--- config.mk ---
export PLATFORM = sky130hd
export DESIGN_NAME = bp_me_cce_trace_monitor_flat
export DESIGN_NICKNAME = d
export VERILOG_FILES = /design/src/rtl/bp_me_cce_trace_monitor_if.sv /design/src/rtl/bp_me_cce_trace_monitor.sv /design/src/flat_wrapper.sv
export SDC_FILE = /design/constraint.sdc
export NUM_CORES = 2
export LEC_CHECK = 0
export CAP_MARGIN = 15
export CORE_MARGIN = 3
export CORE_UTILIZATION = 42
export DETAILED_ROUTE_END_ITERATION = 12
export MAX_ROUTING_LAYER = met4
export SYNTH_ARGS = -nofsm -noshare
export SYNTH_HDL_FRONTEND = slang
export SYNTH_SLANG_ARGS = --single-unit
--- constraint.sdc ---
create_clock -name clk_i -period 10.85 [get_ports clk_i]
set_clock_uncertainty 0.15 [all_clocks]
set_input_delay 2.17 -clock clk_i [delete_from_list [all_inputs] [get_ports clk_i]]
set_output_delay 2.17 -clock clk_i [all_outputs]
set_load 0.1 [all_outputs]
--- src/rtl/bp_me_cce_trace_monitor_if.sv ---
// Tap and readout bundle for bp_me_cce_trace_monitor.
// A message moves on tap c when v_i[c] & accept_i[c]; a record leaves the buffer
// when entry_v_o & entry_yumi_i, and yumi is only raised while entry_v_o is high.
interface bp_me_cce_trace_monitor_if #(
    parameter int channels_p       = 5,
    parameter int addr_width_p     = 40,
    parameter int msg_type_width_p = 4,
    parameter int stamp_width_p    = 16,
    parameter int counter_width_p  = 32
);
    localparam int chan_w = (channels_p > 1) ? $clog2(channels_p) : 1;
    localparam int rec_w  = stamp_width_p + chan_w + msg_type_width_p + addr_width_p;

    logic [channels_p-1:0]                  v_i;
    logic [channels_p-1:0]                  accept_i;
    logic [channels_p*addr_width_p-1:0]     addr_i;
    logic [channels_p*msg_type_width_p-1:0] msg_type_i;
    logic [channels_p-1:0]                  enable_mask_i;
    logic                                   wrap_mode_i;
    logic                                   clear_i;
    logic [rec_w-1:0]                       entry_o;
    logic                                   entry_v_o;
    logic                                   entry_yumi_i;
    logic [chan_w-1:0]                      count_sel_i;
    logic [counter_width_p-1:0]             count_o;
    logic [counter_width_p-1:0]             dropped_o;
    logic                                   overflow_o;
    logic [channels_p-1:0]                  stall_o;

    modport master (
        output v_i, accept_i, addr_i, msg_type_i, enable_mask_i, wrap_mode_i, clear_i,
               entry_yumi_i, count_sel_i,
        input  entry_o, entry_v_o, count_o, dropped_o, overflow_o, stall_o
    );

    modport slave (
        input  v_i, accept_i, addr_i, msg_type_i, enable_mask_i, wrap_mode_i, clear_i,
               entry_yumi_i, count_sel_i,
        output entry_o, entry_v_o, count_o, dropped_o, overflow_o, stall_o
    );
endinterface

--- src/rtl/bp_me_cce_trace_monitor.sv ---
// Passive CCE channel monitor: per-channel event counters, time-stamped circular
// trace buffer with wrap/stop policy, dropped-event count and stall watchdogs.
module bp_me_cce_trace_monitor #(
    parameter int channels_p        = 5,
    parameter int addr_width_p      = 40,
    parameter int msg_type_width_p  = 4,
    parameter int els_p             = 16,
    parameter int stamp_width_p     = 16,
    parameter int counter_width_p   = 32,
    parameter int watchdog_cycles_p = 1024
) (
    input logic                     clk_i,
    input logic                     reset_n_i,
    bp_me_cce_trace_monitor_if.slave mon
);
    localparam int chan_w = (channels_p > 1) ? $clog2(channels_p) : 1;
    localparam int rec_w  = stamp_width_p + chan_w + msg_type_width_p + addr_width_p;
    localparam int ptr_w  = (els_p > 1) ? $clog2(els_p) : 1;
    localparam int occ_w  = $clog2(els_p + 1);
    localparam int cnt_w  = $clog2(channels_p + 1);
    localparam int wd_w   = $clog2(watchdog_cycles_p + 1);
    localparam logic [wd_w-1:0]  wd_max   = wd_w'(watchdog_cycles_p);
    localparam logic [occ_w-1:0] occ_full = occ_w'(els_p);

    logic [stamp_width_p-1:0]   stamp_q;
    logic [ptr_w-1:0]           wptr_q, rptr_q;
    logic [occ_w-1:0]           occ_q, occ_next;
    logic [counter_width_p-1:0] counters_q [channels_p];
    logic [counter_width_p-1:0] dropped_q;
    logic                       overflow_q;
    logic [channels_p-1:0]      stall_q;
    logic [wd_w-1:0]            stall_cnt_q    [channels_p];
    logic [wd_w-1:0]            stall_cnt_next [channels_p];
    logic [rec_w-1:0]           mem [els_p];

    logic [channels_p-1:0]       hs, cand;
    logic [chan_w-1:0]           win_idx;
    logic [addr_width_p-1:0]     win_addr;
    logic [msg_type_width_p-1:0] win_msg;
    logic [cnt_w-1:0]            cand_cnt, drop_add;
    logic [counter_width_p:0]    drop_sum;
    logic                        wr_req, rd_pop, full, do_write, overwrite, drop_full;

    assign hs   = mon.v_i & mon.accept_i;
    assign cand = hs & mon.enable_mask_i & {channels_p{~mon.clear_i}};

    // Descending scan so the lowest-index candidate is the last one written.
    always_comb begin
        win_idx  = '0;
        win_addr = '0;
        win_msg  = '0;
        cand_cnt = '0;
        for (int c = channels_p - 1; c >= 0; c--) begin
            if (cand[c]) begin
                win_idx  = chan_w'(c);
                win_addr = mon.addr_i[c*addr_width_p +: addr_width_p];
                win_msg  = mon.msg_type_i[c*msg_type_width_p +: msg_type_width_p];
                cand_cnt = cand_cnt + cnt_w'(1);
            end
        end
    end

    assign wr_req    = |cand;
    assign rd_pop    = mon.entry_yumi_i & (occ_q != '0) & ~mon.clear_i;
    assign full      = (occ_q == occ_full);
    assign do_write  = wr_req & (~full | rd_pop | mon.wrap_mode_i);
    assign overwrite = wr_req & full & ~rd_pop & mon.wrap_mode_i;
    assign drop_full = wr_req & full & ~rd_pop & ~mon.wrap_mode_i;
    assign drop_add  = cand_cnt - cnt_w'(wr_req) + cnt_w'(drop_full);
    assign drop_sum  = {1'b0, dropped_q} + (counter_width_p + 1)'(drop_add);

    always_comb begin
        occ_next = occ_q;
        if (do_write && !(rd_pop || overwrite)) occ_next = occ_q + occ_w'(1);
        else if (!do_write && rd_pop)           occ_next = occ_q - occ_w'(1);
    end

    // Stall counters restart whenever the channel is idle or handshakes.
    always_comb begin
        for (int c = 0; c < channels_p; c++) begin
            stall_cnt_next[c] = '0;
            if (mon.v_i[c] && !mon.accept_i[c])
                stall_cnt_next[c] = (stall_cnt_q[c] == wd_max) ? stall_cnt_q[c]
                                                                 : stall_cnt_q[c] + wd_w'(1);
        end
    end

    always_ff @(posedge clk_i or negedge reset_n_i) begin
        if (!reset_n_i) begin
            stamp_q    <= '0;
            wptr_q     <= '0;
            rptr_q     <= '0;
            occ_q      <= '0;
            dropped_q  <= '0;
            overflow_q <= 1'b0;
            stall_q    <= '0;
            for (int c = 0; c < channels_p; c++) begin
                counters_q[c]  <= '0;
                stall_cnt_q[c] <= '0;
            end
        end else if (mon.clear_i) begin
            stamp_q    <= '0;
            wptr_q     <= '0;
            rptr_q     <= '0;
            occ_q      <= '0;
            dropped_q  <= '0;
            overflow_q <= 1'b0;
            stall_q    <= '0;
            for (int c = 0; c < channels_p; c++) begin
                counters_q[c]  <= '0;
                stall_cnt_q[c] <= '0;
            end
        end else begin
            stamp_q <= stamp_q + stamp_width_p'(1);
            occ_q   <= occ_next;
            if (do_write)           wptr_q <= wptr_q + ptr_w'(1);
            if (rd_pop || overwrite) rptr_q <= rptr_q + ptr_w'(1);
            if (overwrite)          overflow_q <= 1'b1;
            dropped_q <= drop_sum[counter_width_p] ? '1 : drop_sum[counter_width_p-1:0];
            for (int c = 0; c < channels_p; c++) begin
                if (hs[c] && (counters_q[c] != '1))
                    counters_q[c] <= counters_q[c] + counter_width_p'(1);
                stall_cnt_q[c] <= stall_cnt_next[c];
                if (stall_cnt_next[c] == wd_max) stall_q[c] <= 1'b1;
            end
        end
    end

    // Storage has no reset; entry_o is gated by occupancy so stale data never shows.
    always_ff @(posedge clk_i) begin
        if (do_write) mem[wptr_q] <= {stamp_q, win_idx, win_msg, win_addr};
    end

    always_comb begin
        mon.count_o = '0;
        for (int c = 0; c < channels_p; c++)
            if (int'(mon.count_sel_i) == c) mon.count_o = counters_q[c];
    end

    assign mon.entry_v_o  = (occ_q != '0);
    assign mon.entry_o    = mon.entry_v_o ? mem[rptr_q] : '0;
    assign mon.dropped_o  = dropped_q;
    assign mon.overflow_o = overflow_q;
    assign mon.stall_o    = stall_q;
endmodule

--- src/flat_wrapper.sv ---
// flat-port wrapper written by rule: the top's interface ports become plain ports
module bp_me_cce_trace_monitor_flat 
#(
    parameter int channels_p        = 5,
    parameter int addr_width_p      = 40,
    parameter int msg_type_width_p  = 4,
    parameter int els_p             = 16,
    parameter int stamp_width_p     = 16,
    parameter int counter_width_p   = 32,
    parameter int watchdog_cycles_p = 1024
)
  (clk_i, reset_n_i, mon_v_i, mon_accept_i, mon_addr_i, mon_msg_type_i, mon_enable_mask_i, mon_wrap_mode_i, mon_clear_i, mon_entry_yumi_i, mon_count_sel_i, mon_entry_o, mon_entry_v_o, mon_count_o, mon_dropped_o, mon_overflow_o, mon_stall_o);
  bp_me_cce_trace_monitor_if #(.channels_p(channels_p), .addr_width_p(addr_width_p), .msg_type_width_p(msg_type_width_p), .stamp_width_p(stamp_width_p), .counter_width_p(counter_width_p)) mon_i ();
  input logic clk_i;
  input logic reset_n_i;
  input wire logic [$bits(mon_i.v_i)-1:0] mon_v_i;
  input wire logic [$bits(mon_i.accept_i)-1:0] mon_accept_i;
  input wire logic [$bits(mon_i.addr_i)-1:0] mon_addr_i;
  input wire logic [$bits(mon_i.msg_type_i)-1:0] mon_msg_type_i;
  input wire logic [$bits(mon_i.enable_mask_i)-1:0] mon_enable_mask_i;
  input wire logic [$bits(mon_i.wrap_mode_i)-1:0] mon_wrap_mode_i;
  input wire logic [$bits(mon_i.clear_i)-1:0] mon_clear_i;
  input wire logic [$bits(mon_i.entry_yumi_i)-1:0] mon_entry_yumi_i;
  input wire logic [$bits(mon_i.count_sel_i)-1:0] mon_count_sel_i;
  output wire logic [$bits(mon_i.entry_o)-1:0] mon_entry_o;
  output wire logic [$bits(mon_i.entry_v_o)-1:0] mon_entry_v_o;
  output wire logic [$bits(mon_i.count_o)-1:0] mon_count_o;
  output wire logic [$bits(mon_i.dropped_o)-1:0] mon_dropped_o;
  output wire logic [$bits(mon_i.overflow_o)-1:0] mon_overflow_o;
  output wire logic [$bits(mon_i.stall_o)-1:0] mon_stall_o;
  assign mon_i.v_i = mon_v_i;
  assign mon_i.accept_i = mon_accept_i;
  assign mon_i.addr_i = mon_addr_i;
  assign mon_i.msg_type_i = mon_msg_type_i;
  assign mon_i.enable_mask_i = mon_enable_mask_i;
  assign mon_i.wrap_mode_i = mon_wrap_mode_i;
  assign mon_i.clear_i = mon_clear_i;
  assign mon_i.entry_yumi_i = mon_entry_yumi_i;
  assign mon_i.count_sel_i = mon_count_sel_i;
  assign mon_entry_o = mon_i.entry_o;
  assign mon_entry_v_o = mon_i.entry_v_o;
  assign mon_count_o = mon_i.count_o;
  assign mon_dropped_o = mon_i.dropped_o;
  assign mon_overflow_o = mon_i.overflow_o;
  assign mon_stall_o = mon_i.stall_o;
  bp_me_cce_trace_monitor #(.channels_p(channels_p), .addr_width_p(addr_width_p), .msg_type_width_p(msg_type_width_p), .els_p(els_p), .stamp_width_p(stamp_width_p), .counter_width_p(counter_width_p), .watchdog_cycles_p(watchdog_cycles_p)) u_core (.clk_i(clk_i), .reset_n_i(reset_n_i), .mon(mon_i));
endmodule
### After elaboration in Yosys (flattened, before gate mapping)

Memory sizes are Yosys's and may differ from the RTL's.
Cells that the tools add are included.

* memory bits (read-only): 0
* bits of input ports: 243
* output and inout bits: 134
* register bits after elaboration: 282
* memories: 1
* word-level logic and storage cells: 180
* bits in latches: 0
* memory bits (writable): 1008

* mux-type cells: 63
* shifts and indexed selects: 0
* $lt $le $gt $ge: 0
* equality and inequality tests: 20
* multiply operators: 0
* add/subtract/negate cells: 22
* bitwise operators: 16
* divide/modulo/power cells: 0
* reductions and logical operators: 37

Memory list
* u_core.mem: words 16, width 63, read ports 1, clocked after memory_dff 0, wr ports 1, line bp_me_cce_trace_monitor.sv:34 `logic [rec_w-1:0] mem [els_p];`

Operators with widths (number)
* 32-bit 2-to-1 mux: 12
* 40-bit 2-to-1 mux: 5
* 32-bit by 1-bit adder with 32-bit output (second input constant): 5
* 160-bit 2-to-1 mux: 1
* 32-bit inequality test (second input constant): 5
* 11-bit equality test (second input constant): 10
* 11-bit 2-to-1 mux: 10
* 63-bit 2-to-1 mux: 1
* 11-bit by 1-bit adder with 11-bit output (second input constant): 5
* 55-bit 2-to-1 mux: 1
* 4-bit 2-to-1 mux: 9
* 32-bit by 3-bit adder with 33-bit output: 1
* 3-bit 2-to-1 mux: 9
* 2-bit nonzero test: 13
* 5-bit 2-to-1 mux: 4
* 16-bit by 1-bit adder with 16-bit output (second input constant): 1
* 16-bit 2-to-1 mux: 1
* 5-bit bitwise AND: 3
* 1-bit logical AND: 12
* 1-bit 2-to-1 mux: 10
* 3-bit by 1-bit adder with 3-bit output (second input constant): 3
* 3-bit equality test (second input constant): 3
* 4-bit by 1-bit adder with 4-bit output (second input constant): 2
* 1-bit bitwise AND: 7
* other kinds (15): 25

### Depth between registers and ports, before layout

* word-level depth: 17
* gate-level depth with buffers: 23
* mapped depth without buffers: 22

### Least setup slack after synthesis

No wires, ideal clock.

* path kind: input to register
* start point: input mon_clear_i
* end point: memory u_core.mem[0][0] (netlist name), enable pin
* stages on the path: 7
* arrival time: 9.324 ns
* setup time: 0.640 ns
* buffers on the path: 2
* data required time: 10.060 ns
* slack: 0.736 ns
* cell sequence: buf_2 > and4b_1 > nor3_1 > and2_1 > or2_2 > clkbuf_1 > nor4_1

* longest elaborated chain between the ends: 7
* elaborated cells between the ends (all ways): 9
* those cells by class: 2 x mux; 6 x bitwise; 1 x reduce/logical

Ends and longest elaborated chain
* from (decl): line flat_wrapper.sv:22 `input wire logic [$bits(mon_i.clear_i)-1:0] mon_clear_i;`
* 1-bit inverter *: line bp_me_cce_trace_monitor.sv:45, bp_me_cce_trace_monitor.sv:64
* 1-bit bitwise AND: line bp_me_cce_trace_monitor.sv:64 `assign rd_pop = mon.entry_yumi_i & (occ_q != '0) & ~mon.clear_i;`
* 1-bit bitwise OR (2 in series): line bp_me_cce_trace_monitor.sv:66 `assign do_write = wr_req & (~full | rd_pop | mon.wrap_mode_i);`
* 1-bit bitwise AND *: line bp_me_cce_trace_monitor.sv:66
* 1-bit 2-to-1 mux *: line bp_me_cce_trace_monitor.sv:131 `if (do_write) mem[wptr_q] <= {stamp_q, win_idx, win_msg, win_addr};`
* 1-bit 2-to-1 mux (implied by the code) *: line bp_me_cce_trace_monitor.sv:131
* to (decl): line bp_me_cce_trace_monitor.sv:34

Mark *: on every way between the ends. The rest lies on a longest branch, timed or not.

### Worst setup path in the final report

* start point: input mon_count_sel_i[1]
* end point: output mon_count_o[26]

* longest elaborated chain between the ends: 6
* elaborated cells between the ends (all ways): 10
* those cells by class: 4 x eq/ne; 5 x mux; 1 x reduce/logical

Ends and longest elaborated chain
* from (decl): line flat_wrapper.sv:24 `input wire logic [$bits(mon_i.count_sel_i)-1:0] mon_count_sel_i;`
* 3-bit zero test: line bp_me_cce_trace_monitor.sv:137 `if (int'(mon.count_sel_i) == c) mon.count_o = counters_q[c];`
* 32-bit 2-to-1 mux (4 in series): line bp_me_cce_trace_monitor.sv:137
* 32-bit 2-to-1 mux *: line bp_me_cce_trace_monitor.sv:137
* to (decl): line flat_wrapper.sv:27 `output wire logic [$bits(mon_i.count_o)-1:0] mon_count_o;`

Marked as above.

==> run summary <==
TIMING
---------------------------------------------------------------------------------------
RSZ-0062 raised after global routing                                                 no
Relative slew margins                                                            14.77%
Final min period                                                               7.856 ns
Setup violations, final                                                               0
Maximum clock frequency                                                       127.3 MHz
Final Max Slew Viols                                                                  0
Final critical-path setup slack                                                2.994 ns
Transition at the pin with the smallest max-transition slack                   1.274 ns
Final period utilization                                                         72.41%
Sum of negative setup slack                                                        0 ns
Final hold violation count                                                            0

FINAL LAYOUT
---------------------------------------------------------------------------------------
Layout overhead on the synthesized area                                          18.72%
Final-layout fill cell count                                                      10990
Number of nets at the end of the flow                                              4317
Layout cells sized above 1                                                       16.25%
Post-layout utilization of the core                                              50.50%

YOSYS
---------------------------------------------------------------------------------------
Synthesized Nets                                                                   3909
EDFF count, synth                                                                  1008
Dominant register cell in the synthesized netlist                          sky130_fd_sc_hd__edfxtp_1
FFs w/ async S/R, synth                                                          21.86%
Gate Count Post-Synth                                                              3627
Number of warnings reported in the yosys synthesis log                                0
Post-Synthesis Cell Area                                                     56280 um^2
Post-synthesis area per instance                                             15.52 um^2
Synthesized flop and latch total                                                   1290
Portion of the post-synthesis area used by sequential elements                   66.33%
Number of unique standard cell types used by synthesis                               67

RUN STATUS
---------------------------------------------------------------------------------------
Run status                                                                 finished clean

DRT
---------------------------------------------------------------------------------------
Wire per inst                                                                  24.98 um
Number of violations reported at the end of detailed-routing iteration 0           3293
# DRC                                                                                 0
Post-detailed-route via-to-cell ratio                                             5.709
Routed Wire Length                                                            147300 um
Routed via count                                                                  33656
Number of nets with antenna violations after detailed routing                         0
Number of optimization iterations in the first detailed-route pass                    5

CLOCK TREE
---------------------------------------------------------------------------------------
Clock sink total                                                                   1290
Post_cts resized                                                                      0
Buffer count from post-CTS setup fixing                                               0
Clock latency of the later-clocked register in the worst-skew pair              0.73 ns
CTS HTree Levels                                                                      4
TritonCTS clock tree                                                                yes
CTS Buffer Depth                                                                      3
CTS root buf                                                               sky130_fd_sc_hd__clkbuf_16
Clock transition at the registers of the reported paths                         0.05 ns
Num CTS Buffers                                                                     136
Quantity of hold-fixing buffers added after cts                                       0

DIE
---------------------------------------------------------------------------------------
Number of standard-cell rows in the floorplan                                       133
Core area                                                                   132300 um^2
Die span in x                                                                  372.0 um
Starting density of the core                                                     42.54%
I/O pin count                                                                       377
Die Height                                                                     372.0 um
Die Outline Area                                                            138400 um^2

PWR
---------------------------------------------------------------------------------------
Leakage power of the design                                                  0.02230 uW
Worst IR Drop VDD                                                           0.0001539 V
PwrDens                                                                    187.0 nW/um^2

WORST SETUP PATH
---------------------------------------------------------------------------------------
Maximum fanout count along the critical path                                         36
Category of the most critical setup path                                   input port to output port
Worst setup slack for register-to-register paths                                6.00 ns
Sort of element at the start of the critical path                            input port
Reg2Reg Launch Point                                                       u_core.occ_q[1]$_DFFE_PN0P_
Data required time of the critical path                                         8.53 ns
Cells on worst reg2reg path                                                          15
Worst path arrival time                                                         5.54 ns
Capturing point of the worst reg2reg path                                  u_core.mon.dropped_o[0]$_DFF_PN0_
Kind of end point of the critical path                                      output port

GLOBAL ROUTE
---------------------------------------------------------------------------------------
Maximum number of pins on one net before global-route repair                        117
Via count of the first global-routing pass                                        33724
Overall overflow remaining after global route                                         0
Overall track demand over capacity in global routing                             21.68%
Antenna violations before repair                                                      5
First-pass GRT wire length                                                    218000 um

HOLD PATH
---------------------------------------------------------------------------------------
Worst Hold Class                                                           flop to flop
Capture endpoint of the worst hold path                                    u_core.mon.stall_o[3]$_DFFE_PN0P_
Worst Hold Launch                                                          u_core.mon.stall_o[3]$_DFFE_PN0P_
Number of cells on the worst hold path                                                1

PLACE
---------------------------------------------------------------------------------------
Placement Setup Slack                                                          2.746 ns
Number of input and output port buffers inserted                                    376
Estimated wirelength of the detail-placed design                               87140 um
Gp weighted congestion                                                           0.9267

JOB
---------------------------------------------------------------------------------------
Max-cap violations                                                                    0

-- cells in the mapped netlist, types with 49 or more instances --
cell type	number	share of area (%)
sky130_fd_sc_hd__nand2_1	163	1.1
sky130_fd_sc_hd__dfrtp_1	282	13
sky130_fd_sc_hd__mux4_2	321	13
sky130_fd_sc_hd__nor3_1	60	0.53
sky130_fd_sc_hd__a21oi_1	165	1.5
sky130_fd_sc_hd__edfxtp_1	1008	54
sky130_fd_sc_hd__inv_1	61	0.41
sky130_fd_sc_hd__nand4_1	77	0.86
sky130_fd_sc_hd__xor2_1	123	1.9
sky130_fd_sc_hd__nor2_1	319	2.1
sky130_fd_sc_hd__nand3_1	114	1.0
sky130_fd_sc_hd__o31ai_1	49	0.65
sky130_fd_sc_hd__clkbuf_1	175	1.2
sky130_fd_sc_hd__and2_1	87	0.97
sky130_fd_sc_hd__xnor2_1	93	1.4
sky130_fd_sc_hd__o21ai_0	62	0.55
-- power by group --
part | internal (uW) | switching, uW | leakage [uW]
Clock | 2600 | 1910 | 0.00209
Combinational | 870 | 1630 | 0.00698
Sequential | 5410 | 75.3 | 0.0132
-- registers in the layout, summed over array words and instances, names as in the netlist --
name,count
u_core.stall_cnt_q,55
u_core.occ_q,5
u_core.mon.stall_o,5
u_core.wptr_q,4
u_core.counters_q,160
u_core.rptr_q,4
u_core.mem,1008
u_core.mon.overflow_o,1
u_core.mon.dropped_o,32
u_core.stamp_q,16
-- stage by stage --
stage	hold WS [ns]	std cells	instance area (um^2)	total power, uW
3_5_place_dp	0.3407	5641	62370	8126
5_1_grt	0.3963	5894	66810	12950
6_report	0.3562	5895	66810	12490
3_3_place_gp	0.3491	5641	62370	8116
4_1_cts	0.3607	5880	66700	12650
2_1_floorplan	0.3639	3627	56280	7399
-- worst max path at each step --
stage	startpoint	to	slack, ns	cells after the start
after CTS	mon_count_sel_i[1]	mon_count_o[26]	3.12	6
after detailed placement	mon_accept_i[2]	u_core.mon.dropped_o[0]$_DFF_PN0_	2.75	19
final	mon_count_sel_i[1]	mon_count_o[26]	2.99	6
after floorplan	mon_clear_i	u_core.mem[0][0]$_DFFE_PP_	0.74	7
after global routing	mon_count_sel_i[1]	mon_count_o[31]	2.86	6
after global placement	mon_accept_i[2]	u_core.mon.dropped_o[1]$_DFF_PN0_	2.81	19
-- critical path, cell delays in order --
cell and delay (ns):
sky130_fd_sc_hd__clkdlybuf4s50_1 0.45, sky130_fd_sc_hd__buf_4 0.35, sky130_fd_sc_hd__and2_1 0.84, sky130_fd_sc_hd__a21oi_1 0.16, sky130_fd_sc_hd__o22ai_1 0.34, sky130_fd_sc_hd__clkdlybuf4s50_1 1.22
-- metal layers --
layer	vias up	GRT usage [%]	wire length (um)
met4	0	5.744	3505
met3	244	3.425	8991
met5	-	-	0
met2	1103	34.90	72980
li1	14968	-	-
met1	17341	28.91	61780
-- layout make-up --
type | count | area (um^2) | share of cell area, %
inverters | 61 | 229.0 | 0.3427
diodes | 4 | 10.01 | 0.01498
repair buffers | 473 | 4544 | 6.802
clock inverters | 61 | 645.6 | 0.9663
clock buffers | 178 | 3685 | 5.515
multi-input cells | 2073 | 18160 | 27.18
flip-flops and latches | 1290 | 37340 | 55.89
well taps | 1755 | 2196 | 3.287
-- logic make-up (layout without fill, tap and decap cells) --
group                    count (synthesis)  in the layout  synth area share [%]
AO/OA/AOI/OAI                          416            416                 4.709
XOR/XNOR                               216            216                 3.362
adder cells (fa/ha/maj)                 39             39                0.9071
buffers and inverters                  264            773                 1.788
flip-flops                            1290           1290                 66.33
multiplexers                           362            362                 13.58
other                                    0              4                     0
AND/OR/NAND/NOR                       1040           1040                 9.323
-- cell usage in the layout (no fill, tap or decap), types with 37 or more instances in the layout --
cell | Yosys | layout
sky130_fd_sc_hd__or3_1 | 45 | 45
sky130_fd_sc_hd__clkbuf_16 | 0 | 139
sky130_fd_sc_hd__inv_1 | 61 | 61
sky130_fd_sc_hd__a221o_1 | 45 | 45
sky130_fd_sc_hd__nor2_1 | 319 | 315
sky130_fd_sc_hd__xnor2_1 | 93 | 93
sky130_fd_sc_hd__o21ai_0 | 62 | 62
sky130_fd_sc_hd__nand3_1 | 114 | 114
sky130_fd_sc_hd__nor3_1 | 60 | 59
sky130_fd_sc_hd__xor2_1 | 123 | 123
sky130_fd_sc_hd__dfrtp_1 | 282 | 278
sky130_fd_sc_hd__nand2_1 | 163 | 163
sky130_fd_sc_hd__buf_4 | 0 | 93
sky130_fd_sc_hd__and3_1 | 48 | 48
sky130_fd_sc_hd__nand4_1 | 77 | 77
sky130_fd_sc_hd__clkdlybuf4s50_1 | 0 | 371
sky130_fd_sc_hd__and2_1 | 87 | 79
sky130_fd_sc_hd__mux4_2 | 321 | 321
sky130_fd_sc_hd__mux2i_1 | 37 | 37
sky130_fd_sc_hd__edfxtp_1 | 1008 | 1008
sky130_fd_sc_hd__a21oi_1 | 165 | 164
Note: power is estimated with default switching activity, not from simulation.
